`config.mk`:
```
export PLATFORM = sky130hd
export DESIGN_NAME = regfile_write_arbiter_flat
export DESIGN_NICKNAME = d
export VERILOG_FILES = /design/src/rtl/regfile_write_arbiter_pkg.sv /design/src/rtl/regfile_write_arbiter_if.sv /design/src/rtl/regfile_write_arbiter_rr_arbiter.sv /design/src/rtl/regfile_write_arbiter.sv /design/src/flat_wrapper.sv
export SDC_FILE = /design/constraint.sdc
export NUM_CORES = 1
export LEC_CHECK = 0
export CORE_MARGIN = 10
export CORE_UTILIZATION = 37
export CTS_CLUSTER_SIZE = 30
export DETAILED_ROUTE_END_ITERATION = 12
export GPL_TIMING_DRIVEN = 0
export HOLD_SLACK_MARGIN = 0.05
export PLACE_DENSITY_LB_ADDON = 0.2
export SYNTH_ARGS = -nofsm -noshare
export SYNTH_HDL_FRONTEND = slang
export SYNTH_SLANG_ARGS = --single-unit
```
`constraint.sdc`:
```
create_clock -name clk -period 2.4 [get_ports clk]
set_input_delay 0.36 -clock clk [delete_from_list [all_inputs] [get_ports clk]]
set_output_delay 0.36 -clock clk [all_outputs]
set_load 0.01 [all_outputs]
```
`src/rtl/regfile_write_arbiter_pkg.sv`:
```
// ---------------------------------------------------------------------------
// regfile_write_arbiter_pkg
// Shared constants for the register file and everything that writes into it:
//   REG_WIDTH   data width of one architectural register
//   REG_NUM     number of registers behind the shared write port
//   REG_ADDR_W  width of a register index
//   REG_NUM_REQ default number of writeback sources competing for the port
//   wb_req_t    one writeback request (target index + data), as produced by
//               the writeback stage
// ---------------------------------------------------------------------------
package regfile_write_arbiter_pkg;

  localparam int REG_WIDTH   = 16;
  localparam int REG_NUM     = 8;
  localparam int REG_ADDR_W  = $clog2(REG_NUM);
  localparam int REG_NUM_REQ = 3;

  typedef struct packed {
    logic [REG_ADDR_W-1:0] addr;
    logic [REG_WIDTH-1:0]  data;
  } wb_req_t;

endpackage

```
`src/rtl/regfile_write_arbiter_if.sv`:
```
// ---------------------------------------------------------------------------
// regfile_write_arbiter_if
// Bundles the writeback request bus and the register-file write port.
//   req_valid  NUM_REQ          per-requester write request
//   req_addr   NUM_REQ*ADDR_W   packed register indices, requester i at [i*ADDR_W +: ADDR_W]
//   req_data   NUM_REQ*WIDTH    packed write data, requester i at [i*WIDTH +: WIDTH]
//   req_ready  NUM_REQ          one-hot-or-zero grant back to the requesters
//   wr_enable  NUM_REG          one-hot-or-zero register enables
//   wr_d       WIDTH            data broadcast to every register d input
//   addr_err   1                pulse: an accepted request addressed no register
// Modports:
//   master  the requester side (drives the request bus, sees the write port)
//   slave   the arbiter side
// ---------------------------------------------------------------------------
interface regfile_write_arbiter_if
  import regfile_write_arbiter_pkg::*;
#(
  parameter int WIDTH   = REG_WIDTH,
  parameter int NUM_REG = REG_NUM,
  parameter int NUM_REQ = REG_NUM_REQ
) ();

  localparam int ADDR_W = $clog2(NUM_REG);

  logic [NUM_REQ-1:0]        req_valid;
  logic [NUM_REQ*ADDR_W-1:0] req_addr;
  logic [NUM_REQ*WIDTH-1:0]  req_data;
  logic [NUM_REQ-1:0]        req_ready;
  logic [NUM_REG-1:0]        wr_enable;
  logic [WIDTH-1:0]          wr_d;
  logic                      addr_err;

  modport master (
    output req_valid, req_addr, req_data,
    input  req_ready, wr_enable, wr_d, addr_err
  );

  modport slave (
    input  req_valid, req_addr, req_data,
    output req_ready, wr_enable, wr_d, addr_err
  );

endinterface

```
`src/rtl/regfile_write_arbiter_rr_arbiter.sv`:
```
// ---------------------------------------------------------------------------
// regfile_write_arbiter_rr_arbiter
// Round-robin arbiter with a pointer to the most recently granted requester.
//   clk    in  1   rising-edge clock
//   reset  in  1   asynchronous, active-low; pointer returns to N-1 so that
//                  requester 0 is first in line, and no grant while low
//   en     in  1   0 = grant nothing this cycle
//   req    in  N   request vector
//   grant  out N   one-hot-or-zero grant, combinational
// The grant goes to the first set request scanning upward from pointer+1,
// wrapping at N. A grant always coincides with a transfer (grant is only given
// to a valid requester), so the pointer simply follows the granted index.
// ---------------------------------------------------------------------------
module regfile_write_arbiter_rr_arbiter #(
  parameter int N = 3
) (
  input  logic         clk,
  input  logic         reset,
  input  logic         en,
  input  logic [N-1:0] req,
  output logic [N-1:0] grant
);

  localparam int PTR_W = (N > 1) ? $clog2(N) : 1;

  logic [PTR_W-1:0] ptr_reg;
  logic [PTR_W-1:0] ptr_next;
  logic [PTR_W-1:0] idx;
  logic             found;
  int               sum;

  always_comb begin
    grant    = '0;
    ptr_next = ptr_reg;
    idx      = '0;
    found    = 1'b0;
    sum      = 0;
    // Reset is folded in here so req_ready is low for as long as reset is held.
    if (en && reset) begin
      for (int k = 1; k <= N; k++) begin
        sum = int'(ptr_reg) + k;
        if (sum >= N) begin
          sum = sum - N;
        end
        idx = PTR_W'(sum);
        if (!found && req[idx]) begin
          grant[idx] = 1'b1;
          ptr_next   = idx;
          found      = 1'b1;
        end
      end
    end
  end

  always_ff @(posedge clk or negedge reset) begin
    if (!reset) begin
      ptr_reg <= PTR_W'(N - 1);
    end else begin
      ptr_reg <= ptr_next;
    end
  end

endmodule

```
`src/rtl/regfile_write_arbiter.sv`:
```
// ---------------------------------------------------------------------------
// regfile_write_arbiter
// Shares one register-file write port between NUM_REQ writeback sources.
// A round-robin arbiter accepts one request per cycle (valid/ready); the
// accepted index is decoded to a one-hot enable and registered together with
// the data, so a transfer in cycle N writes the register at the end of N+1.
//   clk    in   1      rising-edge clock
//   reset  in   1      asynchronous, active-low; clears enables/data/error
//   stall  in   1      1 = accept nothing this cycle
//   bus    slave       request bus in, write port out (see regfile_write_arbiter_if)
// Build option:
//   REGFILE_ZERO_REG_EN  register 0 is hardwired zero: writes to index 0 are
//                        still accepted but wr_enable[0] never rises.
// ---------------------------------------------------------------------------
module regfile_write_arbiter
  import regfile_write_arbiter_pkg::*;
#(
  parameter int WIDTH   = REG_WIDTH,
  parameter int NUM_REG = REG_NUM,
  parameter int NUM_REQ = REG_NUM_REQ
) (
  input  logic                    clk,
  input  logic                    reset,
  input  logic                    stall,
  regfile_write_arbiter_if.slave  bus
);

  localparam int ADDR_W = $clog2(NUM_REG);

  logic [NUM_REQ-1:0] grant;
  logic               transfer;
  logic [ADDR_W-1:0]  sel_addr;
  logic [WIDTH-1:0]   sel_data;
  logic [NUM_REG-1:0] wr_enable_next;
  logic               addr_err_next;
  logic [NUM_REG-1:0] wr_enable_reg;
  logic [WIDTH-1:0]   wr_d_reg;
  logic               addr_err_reg;

  regfile_write_arbiter_rr_arbiter #(
    .N (NUM_REQ)
  ) u_arb (
    .clk   (clk),
    .reset (reset),
    .en    (~stall),
    .req   (bus.req_valid),
    .grant (grant)
  );

  assign bus.req_ready = grant;
  // Grants only go to valid requesters, so any grant bit is a transfer.
  assign transfer      = |grant;

  // One-hot grant selects the accepted request.
  always_comb begin
    sel_addr = '0;
    sel_data = '0;
    for (int i = 0; i < NUM_REQ; i++) begin
      if (grant[i]) begin
        sel_addr = bus.req_addr[i*ADDR_W +: ADDR_W];
        sel_data = bus.req_data[i*WIDTH +: WIDTH];
      end
    end
  end

  // Address decode; an index past the last register matches no enable bit.
  genvar gi;
  generate
    for (gi = 0; gi < NUM_REG; gi++) begin : g_dec
      if (gi == 0) begin : g_reg0
`ifdef REGFILE_ZERO_REG_EN
        assign wr_enable_next[gi] = 1'b0;
`else
        assign wr_enable_next[gi] = transfer && (sel_addr == ADDR_W'(gi));
`endif
      end else begin : g_regn
        assign wr_enable_next[gi] = transfer && (sel_addr == ADDR_W'(gi));
      end
    end
  endgenerate

  assign addr_err_next = transfer && (int'(sel_addr) >= NUM_REG);

  // Output stage; wr_d keeps its last value when nothing is accepted.
  always_ff @(posedge clk or negedge reset) begin
    if (!reset) begin
      wr_enable_reg <= '0;
      wr_d_reg      <= '0;
      addr_err_reg  <= 1'b0;
    end else begin
      wr_enable_reg <= wr_enable_next;
      addr_err_reg  <= addr_err_next;
      if (transfer) begin
        wr_d_reg <= sel_data;
      end
    end
  end

  assign bus.wr_enable = wr_enable_reg;
  assign bus.wr_d      = wr_d_reg;
  assign bus.addr_err  = addr_err_reg;

endmodule

```
`src/flat_wrapper.sv`:
```
// flat-port wrapper written by rule: the top's interface ports become plain ports
module regfile_write_arbiter_flat import regfile_write_arbiter_pkg::*;
#(
  parameter int WIDTH   = REG_WIDTH,
  parameter int NUM_REG = REG_NUM,
  parameter int NUM_REQ = REG_NUM_REQ
)
  (clk, reset, stall, bus_req_valid, bus_req_addr, bus_req_data, bus_req_ready, bus_wr_enable, bus_wr_d, bus_addr_err);
  regfile_write_arbiter_if #(.WIDTH(WIDTH), .NUM_REG(NUM_REG), .NUM_REQ(NUM_REQ)) bus_i ();
  input  logic clk;
  input  logic reset;
  input  logic stall;
  input wire logic [$bits(bus_i.req_valid)-1:0] bus_req_valid;
  input wire logic [$bits(bus_i.req_addr)-1:0] bus_req_addr;
  input wire logic [$bits(bus_i.req_data)-1:0] bus_req_data;
  output wire logic [$bits(bus_i.req_ready)-1:0] bus_req_ready;
  output wire logic [$bits(bus_i.wr_enable)-1:0] bus_wr_enable;
  output wire logic [$bits(bus_i.wr_d)-1:0] bus_wr_d;
  output wire logic [$bits(bus_i.addr_err)-1:0] bus_addr_err;
  assign bus_i.req_valid = bus_req_valid;
  assign bus_i.req_addr = bus_req_addr;
  assign bus_i.req_data = bus_req_data;
  assign bus_req_ready = bus_i.req_ready;
  assign bus_wr_enable = bus_i.wr_enable;
  assign bus_wr_d = bus_i.wr_d;
  assign bus_addr_err = bus_i.addr_err;
  regfile_write_arbiter #(.WIDTH(WIDTH), .NUM_REG(NUM_REG), .NUM_REQ(NUM_REQ)) u_core (.clk(clk), .reset(reset), .stall(stall), .bus(bus_i));
endmodule
```
Yosys cells after proc, flatten, opt, wreduce, memory -nomap -nowiden
Cells that the tools add are included.
Word-level totals
  word-level logic and storage cells: 85
  bits in registers: 26
  input port bits: 63
  output and inout bits: 28
Operators by class
  muxes and demuxes: 37
  equality and inequality tests: 7
  bitwise logic cells: 3
  reductions and logical operators: 20
  $add $sub $neg: 6
  order comparisons: 9
Operator list (number)
  16-bit two-way mux: 3
  3-bit two-way mux: 9
  2-bit two-way mux: 9
  1-bit logical AND: 14
  3-bit equality test (second input constant): 4
  1-bit two-way mux: 10
  3-bit by 2-bit >= comparator with 1-bit output (second input constant): 3
  2-bit by 3-bit < comparator with 1-bit output (second input constant): 3
  2-bit by 2-bit adder with 3-bit output (second input constant): 2
  1-bit binary-select mux with 2-bit select: 3
  1-bit demux with 2-bit select: 3
  3-bit by 2-bit equality test with 1-bit output (second input constant): 2
  2-bit by 1-bit >= comparator with 1-bit output (second input constant): 3
  3-bit bitwise OR: 2
  2-bit subtractor (second input constant): 3
  2-bit by 1-bit adder with 3-bit output (second input constant): 1
  3-bit by 1-bit equality test with 1-bit output (second input constant): 1
  3-bit zero test: 1
  3-bit nonzero test: 1
  3-bit OR reduction: 1
  1-bit zero test: 2
  2-bit AND reduction: 1
  1-bit inverter: 1

Longest topological paths before layout
Gate-level depths: netlist of the first run.
  depth after elaboration: 21
  mapped depth: 13
  gate-level depth less buffers: 9

Cells and area by module
From an unflattened synthesis of the first run, not the netlist that was laid out.
Unflattened totals
  cell total of the unflattened synthesis: 175
  area, all modules: 1700.4 µm²
Modules (own cells, without submodules)
  regfile_write_arbiter: sequential area each 600.6 µm², times used 1, cells each 113, area an instance 1199.9 µm²
  regfile_write_arbiter_rr_arbiter: sequential area each 51.3 µm², times used 1, cells each 62, area an instance 500.5 µm²

Worst setup path after synthesis of the first run
Ideal clock, no wire load.
  kind: register to output
  from: reg u_core.u_arb.ptr_reg[1]
  to: out bus_req_ready[2]
  arrival time: 2.255 ns
  stages on the path, launching flop included: 11
  path slack: -0.215 ns
  buffers on the path: 3
  path through: dfstp_2 > inv_1 > ha_1 > nor3b_1 > and3_4 > o211ai_2 > and2_1 > buf_6 > inv_2 > buf_6 > buf_2
On the way
  word-level cells in the longest chain between the ends: 16
  elaborated cells between the ends (all ways): 52
RTL lines
  from (decl): line regfile_write_arbiter_rr_arbiter.sv:26  | logic [PTR_W-1:0] ptr_reg;
  from (signal assigned): line regfile_write_arbiter_rr_arbiter.sv:57  | ptr_reg <= PTR_W'(N - 1);
  from (signal assigned): line regfile_write_arbiter_rr_arbiter.sv:59  | ptr_reg <= ptr_next;
  2-bit by 1-bit adder with 3-bit output: line regfile_write_arbiter_rr_arbiter.sv:41  | sum = int'(ptr_reg) + k;
  3-bit by 2-bit >= comparator with 1-bit output / 2-bit subtractor (equally long branches): line regfile_write_arbiter_rr_arbiter.sv:42, regfile_write_arbiter_rr_arbiter.sv:43
  2-bit two-way mux: line regfile_write_arbiter_rr_arbiter.sv:42  | if (sum >= N) begin
  2-bit two-way mux: line regfile_write_arbiter_rr_arbiter.sv:39  | if (en && reset) begin
  2-bit by 3-bit < comparator with 1-bit output (not written as such), or another cell as far along: line regfile_write_arbiter_rr_arbiter.sv:47  | grant[idx] = 1'b1;
  1-bit logical AND (not written as such) / 1-bit two-way mux (equally long branches): line regfile_write_arbiter_rr_arbiter.sv:47, regfile_write_arbiter_rr_arbiter.sv:46
  1-bit two-way mux (on tied branches): line regfile_write_arbiter_rr_arbiter.sv:47, regfile_write_arbiter_rr_arbiter.sv:46
  1-bit demux with 2-bit select / 1-bit two-way mux (equally long branches): line regfile_write_arbiter_rr_arbiter.sv:47, regfile_write_arbiter_rr_arbiter.sv:39
  3-bit two-way mux / 1-bit zero test (equally long branches): line regfile_write_arbiter_rr_arbiter.sv:46  | if (!found && req[idx]) begin
  3-bit two-way mux / 1-bit logical AND (equally long branches): line regfile_write_arbiter_rr_arbiter.sv:39, regfile_write_arbiter_rr_arbiter.sv:46
  3-bit bitwise OR (no source line) / 1-bit two-way mux (equally long branches)
  3-bit two-way mux / 1-bit two-way mux (equally long branches): line regfile_write_arbiter_rr_arbiter.sv:46, regfile_write_arbiter_rr_arbiter.sv:39
  3-bit two-way mux / 1-bit zero test (equally long branches): line regfile_write_arbiter_rr_arbiter.sv:39, regfile_write_arbiter_rr_arbiter.sv:46
  3-bit bitwise OR (no source line) / 1-bit logical AND (equally long branches)
  3-bit two-way mux (*): line regfile_write_arbiter_rr_arbiter.sv:46
  3-bit two-way mux (*): line regfile_write_arbiter_rr_arbiter.sv:39
  to (decl): line flat_wrapper.sv:16  | output wire logic [$bits(bus_i.req_ready)-1:0] bus_req_ready;
Every way passes the cells marked *; elsewhere a longest branch is shown, timed or not. The select of a mux whose other input is x is not followed.

Final worst setup path of the first run
Same ends and word-level chain as after synthesis.

==> results of run 1 <==
[through the flow]
stage / TNS [ns] / util [%]
final: -3.95 / 71.1
after global routing: -6.58 / 71.1
after CTS: -3.23 / 68.9
after detailed placement: -34.78 / 59.0
after global placement: -33.20 / 59.0
after floorplan: -0.209 / -
[layout make-up]
class,instances,area share [%]
Multi-Input combinational cell,149,40.4
Timing Repair Buffer,124,33.4
Sequential cell,26,18.1
Buffer,14,3.61
Tap cell,70,2.43
Clock buffer,4,1.53
Inverter,4,0.555
[how the worst max path moves through the flow]
| stage | depth (start not counted) | slack [ns] | to | startpoint |
|---|---|---|---|---|
| 3_5_place_dp | 10 | -1.89 | bus_req_ready[2] | reset |
| 5_1_grt | 10 | -0.33 | bus_req_ready[2] | u_core.u_arb.ptr_reg[1] |
| 3_3_place_gp | 10 | -1.84 | bus_req_ready[2] | reset |
| 4_1_cts | 10 | -0.21 | bus_req_ready[2] | u_core.u_arb.ptr_reg[1] |
| 6_report | 11 | -0.27 | bus_req_ready[2] | u_core.u_arb.ptr_reg[1] |
| 2_1_floorplan | 12 | -0.04 | u_core.bus.wr_enable[7] | u_core.u_arb.ptr_reg[1] |
[cell families after synthesis]
group,after synthesis,share of synthesized area (%)
compound gates,84,37.1
simple gates,56,16.9
flops,26,34.1
buf+inv,23,6.60
fa+ha+maj,6,3.92
mux,2,1.31
other cells,1,0.196
[placed cells by master, fill, tap and decap left out, drive strengths merged, types with 3 or more instances in the layout]
cell / synthesis / final
clkdlybuf4s50: 0 / 84
buf: 14 / 45
dfrtp: 25 / 25
nor2: 19 / 19
o211a: 16 / 16
o2bb2ai: 16 / 16
a311oi: 16 / 16
clkbuf: 5 / 11
a21oi: 10 / 10
nand2: 6 / 6
ha: 6 / 6
o211ai: 5 / 5
nand2b: 4 / 4
inv: 4 / 4
nor2b: 3 / 3
a211oi: 3 / 3
and2: 3 / 3
o2111ai: 3 / 3
a31oi: 3 / 3
nor3b: 3 / 3
and3: 3 / 3
[critical path: stages, from the launching register on]
cell,delay (ns)
dfstp_2,0.41
buf_4,0.14
ha_4,0.18
or2b_1,0.27
buf_6,0.13
and3_4,0.18
o211ai_4,0.17
and2_4,0.18
inv_2,0.04
buf_6,0.11
buf_6,0.11
buf_6,0.11
[power by group through the flow]
| stage | combinational [uW] | sequential [uW] | clock, uW |
|---|---|---|---|
| after floorplan | 1160 | 800 | 0 |
| after global placement | 1940 | 736 | 0 |
| after detailed placement | 1950 | 735 | 0 |
| after CTS | 2480 | 717 | 295 |
| after global routing | 2870 | 741 | 322 |
| final | 2680 | 718 | 293 |
[routing by layer]
metal	routed length (um)	vias up
li1	-	1022
met1	3020	1070
met3	484	6
met4	72	0
met2	3890	61
met5	0	-
[repair_timing]
| action | in CTS | in global routing |
|---|---|---|
| setup buffers | 25 | 7 |
| hold buffers | 1 | 1 |
| hold endpoints to repair | 25 | 3 |
| resized for setup | 75 | 14 |
| cloned | 1 | 0 |
| setup endpoints to repair | 29 | 27 |
| pin swaps | 19 | 8 |
==> metrics.json, run 1 <==
{
  "min_path_cells": 1,
  "grt_setup_unrepaired": "yes",
  "postSynth.asyncResetShare_pct": 100,
  "synth.net_count": 267,
  "failed_checks": "setup timing",
  "floorplan.initialDensity_pct": 37.7,
  "fill_cells": 394,
  "worstHoldPathType": "flip-flop to flip-flop",
  "placement.setup.worst_slack_ns": -1.89,
  "outcome": "finished, violations left",
  "dpl.cell_count": 357,
  "crit_path_end_kind": "primary output",
  "core_sq_mm": 0.00507,
  "flop_to_flop_setup_slack_ns": -0.22,
  "switching_power_uw": 1530,
  "die_area_sq_mm": 0.00845,
  "port_buffers": 89,
  "reg2reg_depth": 11,
  "finalNonFillerCells": 391,
  "grt_util_all_layers_pct": 17.0,
  "clk_transition_reported_paths_ns": 0.10,
  "dieHeight_um": 91.9,
  "synth_enable_flop_cells": 0,
  "p_leak_uw": 0.00159,
  "multiInputGateArea_sq_mm": 0.00146,
  "die_w_um": 91.9,
  "layout.cell_area.non_filler_sq_mm": 0.00361,
  "synth.most_common_cell": "dfrtp_1",
  "grt_start_max_net_pins": 26,
  "p_sw_share_pct": 41.6,
  "grt.busiest_layer": "met2",
  "syn_area_per_cell_sq_um": 9.67,
  "power.sequential.fraction_pct": 19.5,
  "path_max_fanout": 6,
  "slew_violations": 0,
  "dp_hpwl_um": 5010,
  "synthDominantCellAreaShare_pct": 32.7,
  "finalPower_uw": 3690,
  "rows": 26,
  "first_iter_violations": 77,
  "finalHoldViolCount": 0,
  "finalNetCount": 391,
  "syn-cell-area_sq_mm": 0.00191,
  "placement.cell_area_sq_mm": 0.00300,
  "hold_path.startpoint": "u_core.bus.wr_d[13]",
  "holdPathEnd": "u_core.bus.wr_d[13]",
  "finalClockSkew_ns": 0.00791,
  "fmax_ghz": 0.375,
  "clock_power_share_pct": 7.9,
  "maxCapViolations": 0,
  "setup_viol_count_final": 27,
  "post_synth_top_area_cell": "dfrtp_1",
  "synthToLayoutAreaGrowth_pct": 88.5,
  "antenna_nets_post_route": 0,
  "worstSetupPathType": "flip-flop to primary output",
  "cts_root_buffer": "clkbuf_8",
  "p_int_uw": 2150,
  "drt_wl_total_um": 7470,
  "grtUsageMet1_pct": 19.0,
  "antenna_found_initial": 0,
  "rr_endpoint": "u_core.bus.wr_enable[2]",
  "numCtsBuffers": 3,
  "detail_route.first_pass.iterations": 4,
  "grt_overflow_total": 0,
  "route.detailed.vias_per_inst": 5.52,
  "timing.final.ws_setup_ns": -0.267,
  "floorplan.io_pins": 91,
  "skew_pair_late_insertion_delay_ns": 0.28,
  "synth.ff_latch_count": 26,
  "synth_commonest_cells": "dfrtp_1 (25), nor2_1 (19), a311oi_1 (16), o211a_1 (16), o2bb2ai_1 (16)",
  "ys_dominant_reg_cell": "dfrtp_1",
  "clock_sink_count": 26,
  "routed_wire_per_std_cell_um": 19.1,
  "cts_max_path_buffers": 2,
  "synth.top_cells.by_area": "dfrtp_1 (33%), o211a_1 (8.4%), a311oi_1 (7.3%), o2bb2ai_1 (7.3%), ha_1 (3.9%)",
  "grt_use_met3_pct": 5.13,
  "area.sequential_sq_um": 653,
  "gp_routability_congestion": 0.855,
  "finalHoldWorstSlack_ns": 0.490,
  "grt_pass1_wl_um": 12000,
  "yosys_warnings": 0,
  "htree_num_levels": 1,
  "vdd_ir_drop_max_uv": 571,
  "crit_required_ns": 2.04,
  "yosysSeqAreaShare_pct": 34.1,
  "post_synth_num_cell_types": 56,
  "timing.final.crit_share_pct": 111,
  "dr_total_vias": 2159,
  "worstPathArrival_ns": 2.31,
  "use_met2_pct": 30.9,
  "crit_path_start_kind": "flip-flop",
  "worst_r2r_startpoint": "u_core.u_arb.ptr_reg[1]",
  "antenna_cells": 0,
  "grt_pass1_vias": 2385,
  "netlist_instances": 198,
  "power_density_mw_per_mm2": 1020,
  "largest_register_ff_count": 16,
  "drc": 0,
  "finalWorstPathRequiredPeriod_ns": 2.67,
  "cts_tree": "yes",
  "final_layout_size_suffix_gt1_share_pct": 33.6,
  "share_comb_of_total_power_pct": 72.6
}
No activity file was read; power rests on OpenSTA's default activity.
==> inputs of run 2 (changes only) <==
Settings changed: CORE_UTILIZATION 37 to 38, CTS_BUF_LIST set to sky130_fd_sc_hd__clkbuf_2 sky130_fd_sc_hd__clkbuf_4 sky130_fd_sc_hd__clkbuf_8, PLACE_DENSITY set to 0.78, PLACE_DENSITY_LB_ADDON 0.2 to unset.
==> run 2 against run 1 <==
The flow still finishes with violations (setup timing). Clock-buffer cell count unchanged. Die area decreased by 2.1%. Hold slack got worse by 0.43 ns. Sequential power increased by 0.7%. Critical path depth decreased by 1.
==> metrics.json, run 2 (same netlist as run 1, synthesis figures left out) <==
{
  "outcome": "finished, violations left",
  "failed_checks": "setup timing",
  "dieHeight_um": 91.0,
  "crit_path_start_kind": "flip-flop",
  "finalNonFillerCells": 389,
  "mostFrequentLayoutCell": "clkdlybuf4s50_1",
  "routed_wire_per_std_cell_um": 20.3,
  "p_leak_uw": 0.00160,
  "cts_max_path_buffers": 2,
  "maxCapViolations": 0,
  "drc": 0,
  "path_max_fanout": 7,
  "antenna_found_initial": 0,
  "vdd_ir_drop_max_uv": 713,
  "crit_path_frequent_cell": "buf_6",
  "finalCoreUtilization_pct": 74.2,
  "final_layout_size_suffix_gt1_share_pct": 32.9,
  "finalNetCount": 392,
  "worstSetupPathType": "flip-flop to primary output",
  "synthToLayoutAreaGrowth_pct": 86.7,
  "timing.final.ws_setup_ns": -0.254,
  "floorplan.io_pins": 91,
  "clock_sink_count": 26,
  "placement.cell_area_sq_mm": 0.00299,
  "die_area_sq_mm": 0.00828,
  "fill_cells": 357,
  "dr_total_vias": 2177,
  "antenna_nets_post_route": 0,
  "crit_path_end_kind": "primary output",
  "multiInputGateArea_sq_mm": 0.00142,
  "cts_tree": "yes",
  "finalHoldViolCount": 0,
  "port_buffers": 89,
  "timing.critical_path.buf_inv": 6,
  "largest_register_ff_count": 16,
  "antenna_cells": 0,
  "clk_transition_reported_paths_ns": 0.10,
  "critPathMaxStageDelay_ns": 0.58,
  "drt_wl_total_um": 7890,
  "die_w_um": 91.0,
  "critical_path.cell_chain": "inv_4 > ha_4 > buf_6 > nor2_2 > o211ai_1 > and2_4 > inv_2 > buf_6 > buf_6 > buf_6",
  "finalWorstPathRequiredPeriod_ns": 2.65,
  "dpl.cell_count": 354,
  "core_sq_mm": 0.00482,
  "placement.setup.worst_slack_ns": -1.84,
  "cp_max_stage_cell": "dfstp_2",
  "power_density_mw_per_mm2": 1030,
  "grt_pass1_wl_um": 12000,
  "grt_start_max_net_pins": 26,
  "numCtsBuffers": 3,
  "floorplan.initialDensity_pct": 39.7,
  "finalHoldWorstSlack_ns": 0.0592,
  "layout.cells.most_common_list": "clkdlybuf4s50_1 (83), buf_4 (28), dfrtp_1 (24)",
  "cts_root_buffer": "clkbuf_8",
  "rows": 25,
  "htree_num_levels": 1,
  "first_iter_violations": 105,
  "setup_viol_count_final": 27,
  "grt_pass1_vias": 2301,
  "worstHoldPathType": "primary input to asynchronous set/reset pin",
  "slew_violations": 0,
  "route.detailed.vias_per_inst": 5.60,
  "crit_required_ns": 2.04,
  "area.sequential_sq_um": 653,
  "critPathTopFamily": "flip-flops",
  "skew_pair_late_insertion_delay_ns": 0.27,
  "dp_hpwl_um": 5280,
  "layout.cell_area.non_filler_sq_mm": 0.00357,
  "finalClockSkew_ns": 0.00441,
  "grt_util_all_layers_pct": 17.3,
  "timing.final.crit_share_pct": 111,
  "detail_route.first_pass.iterations": 4,
  "worstPathArrival_ns": 2.29,
  "grt_setup_unrepaired": "yes",
  "grt_overflow_total": 0,
  "fmax_ghz": 0.377,
  "gp_routability_congestion": 0.862
}
run 2: changes by cell type in the layout (fill, tap and decap cells not counted), moves of 2 or more:
cell	delta
clkbuf_4	-2
a311oi_1	+3
buf_6	+2
a311oi_2	-3
buf_4	+3
run 2: final cells by class:
| type | count | share of cell area, % |
|---|---|---|
| sequential | 26 | 18.3 |
| tap | 67 | 2.35 |
| buffer | 15 | 3.85 |
| timing repair buffer | 124 | 33.6 |
| clock buffer | 4 | 1.54 |
| multi-input combinational | 149 | 39.8 |
| inverter | 4 | 0.560 |
run 2: stage by stage:
step / setup TNS, ns / power [uW]
after floorplan: -0.209 / 1960
after global routing: -6.52 / 3880
after global placement: -32.33 / 2680
final: -4.15 / 3670
after CTS: -3.47 / 3450
after detailed placement: -33.56 / 2700
run 2: final timing paths:
check	start	end	slack [ns]	cells past startpoint
max	u_core.u_arb.ptr_reg[1]	bus_req_ready[2]	-0.25	10
min	reset	u_core.bus.wr_d[1]	0.06	2
max reg2reg	u_core.u_arb.ptr_reg[1]	u_core.bus.wr_d[6]	-0.20	11
min reg2reg	u_core.bus.wr_d[2]	u_core.bus.wr_d[2]	0.50	1
max in group asynchronous	reset	u_core.u_arb.ptr_reg[0]	2.16	2
min in group clk	u_core.bus.wr_d[2]	u_core.bus.wr_d[2]	0.50	1
run 2: worst reg2reg max path, stage by stage (launching register included):
cell and delay (ns):
dfstp_2 0.58, inv_4 0.06, ha_4 0.19, a21boi_2 0.18, and4b_4 0.24, buf_6 0.13
o21a_1 0.17, buf_6 0.14, clkbuf_8 0.16, o211a_1 0.21, a311oi_1 0.30, o2bb2ai_1 0.13
run 2: report_power, final:
part / total (uW) / internal [uW] / switching, uW
clock network: 288 / 147 / 142
logic: 2660 / 1370 / 1290
registers: 723 / 621 / 102
total: 3670 / 2140 / 1530
run 2: repair_timing:
action | in CTS | in global routing
resized for setup | 61 | 23
endpoints found under the hold margin | 25 | 0
endpoints found under the setup margin | 28 | 27
pin swaps | 24 | 18
buffers inserted | 25 | 8
gates cloned | 1 | 0
hold buffers | 1 | 0
run 2: routing by layer:
layer  up-vias  part of all wire (%)  global-route usage (%)
met5         -                     0                       0
met4         0                   2.9                    5.61
met3        18                   6.9                    5.93
met1      1058                    40                    19.4
met2        75                    50                    30.2
li1       1026                     -                       -
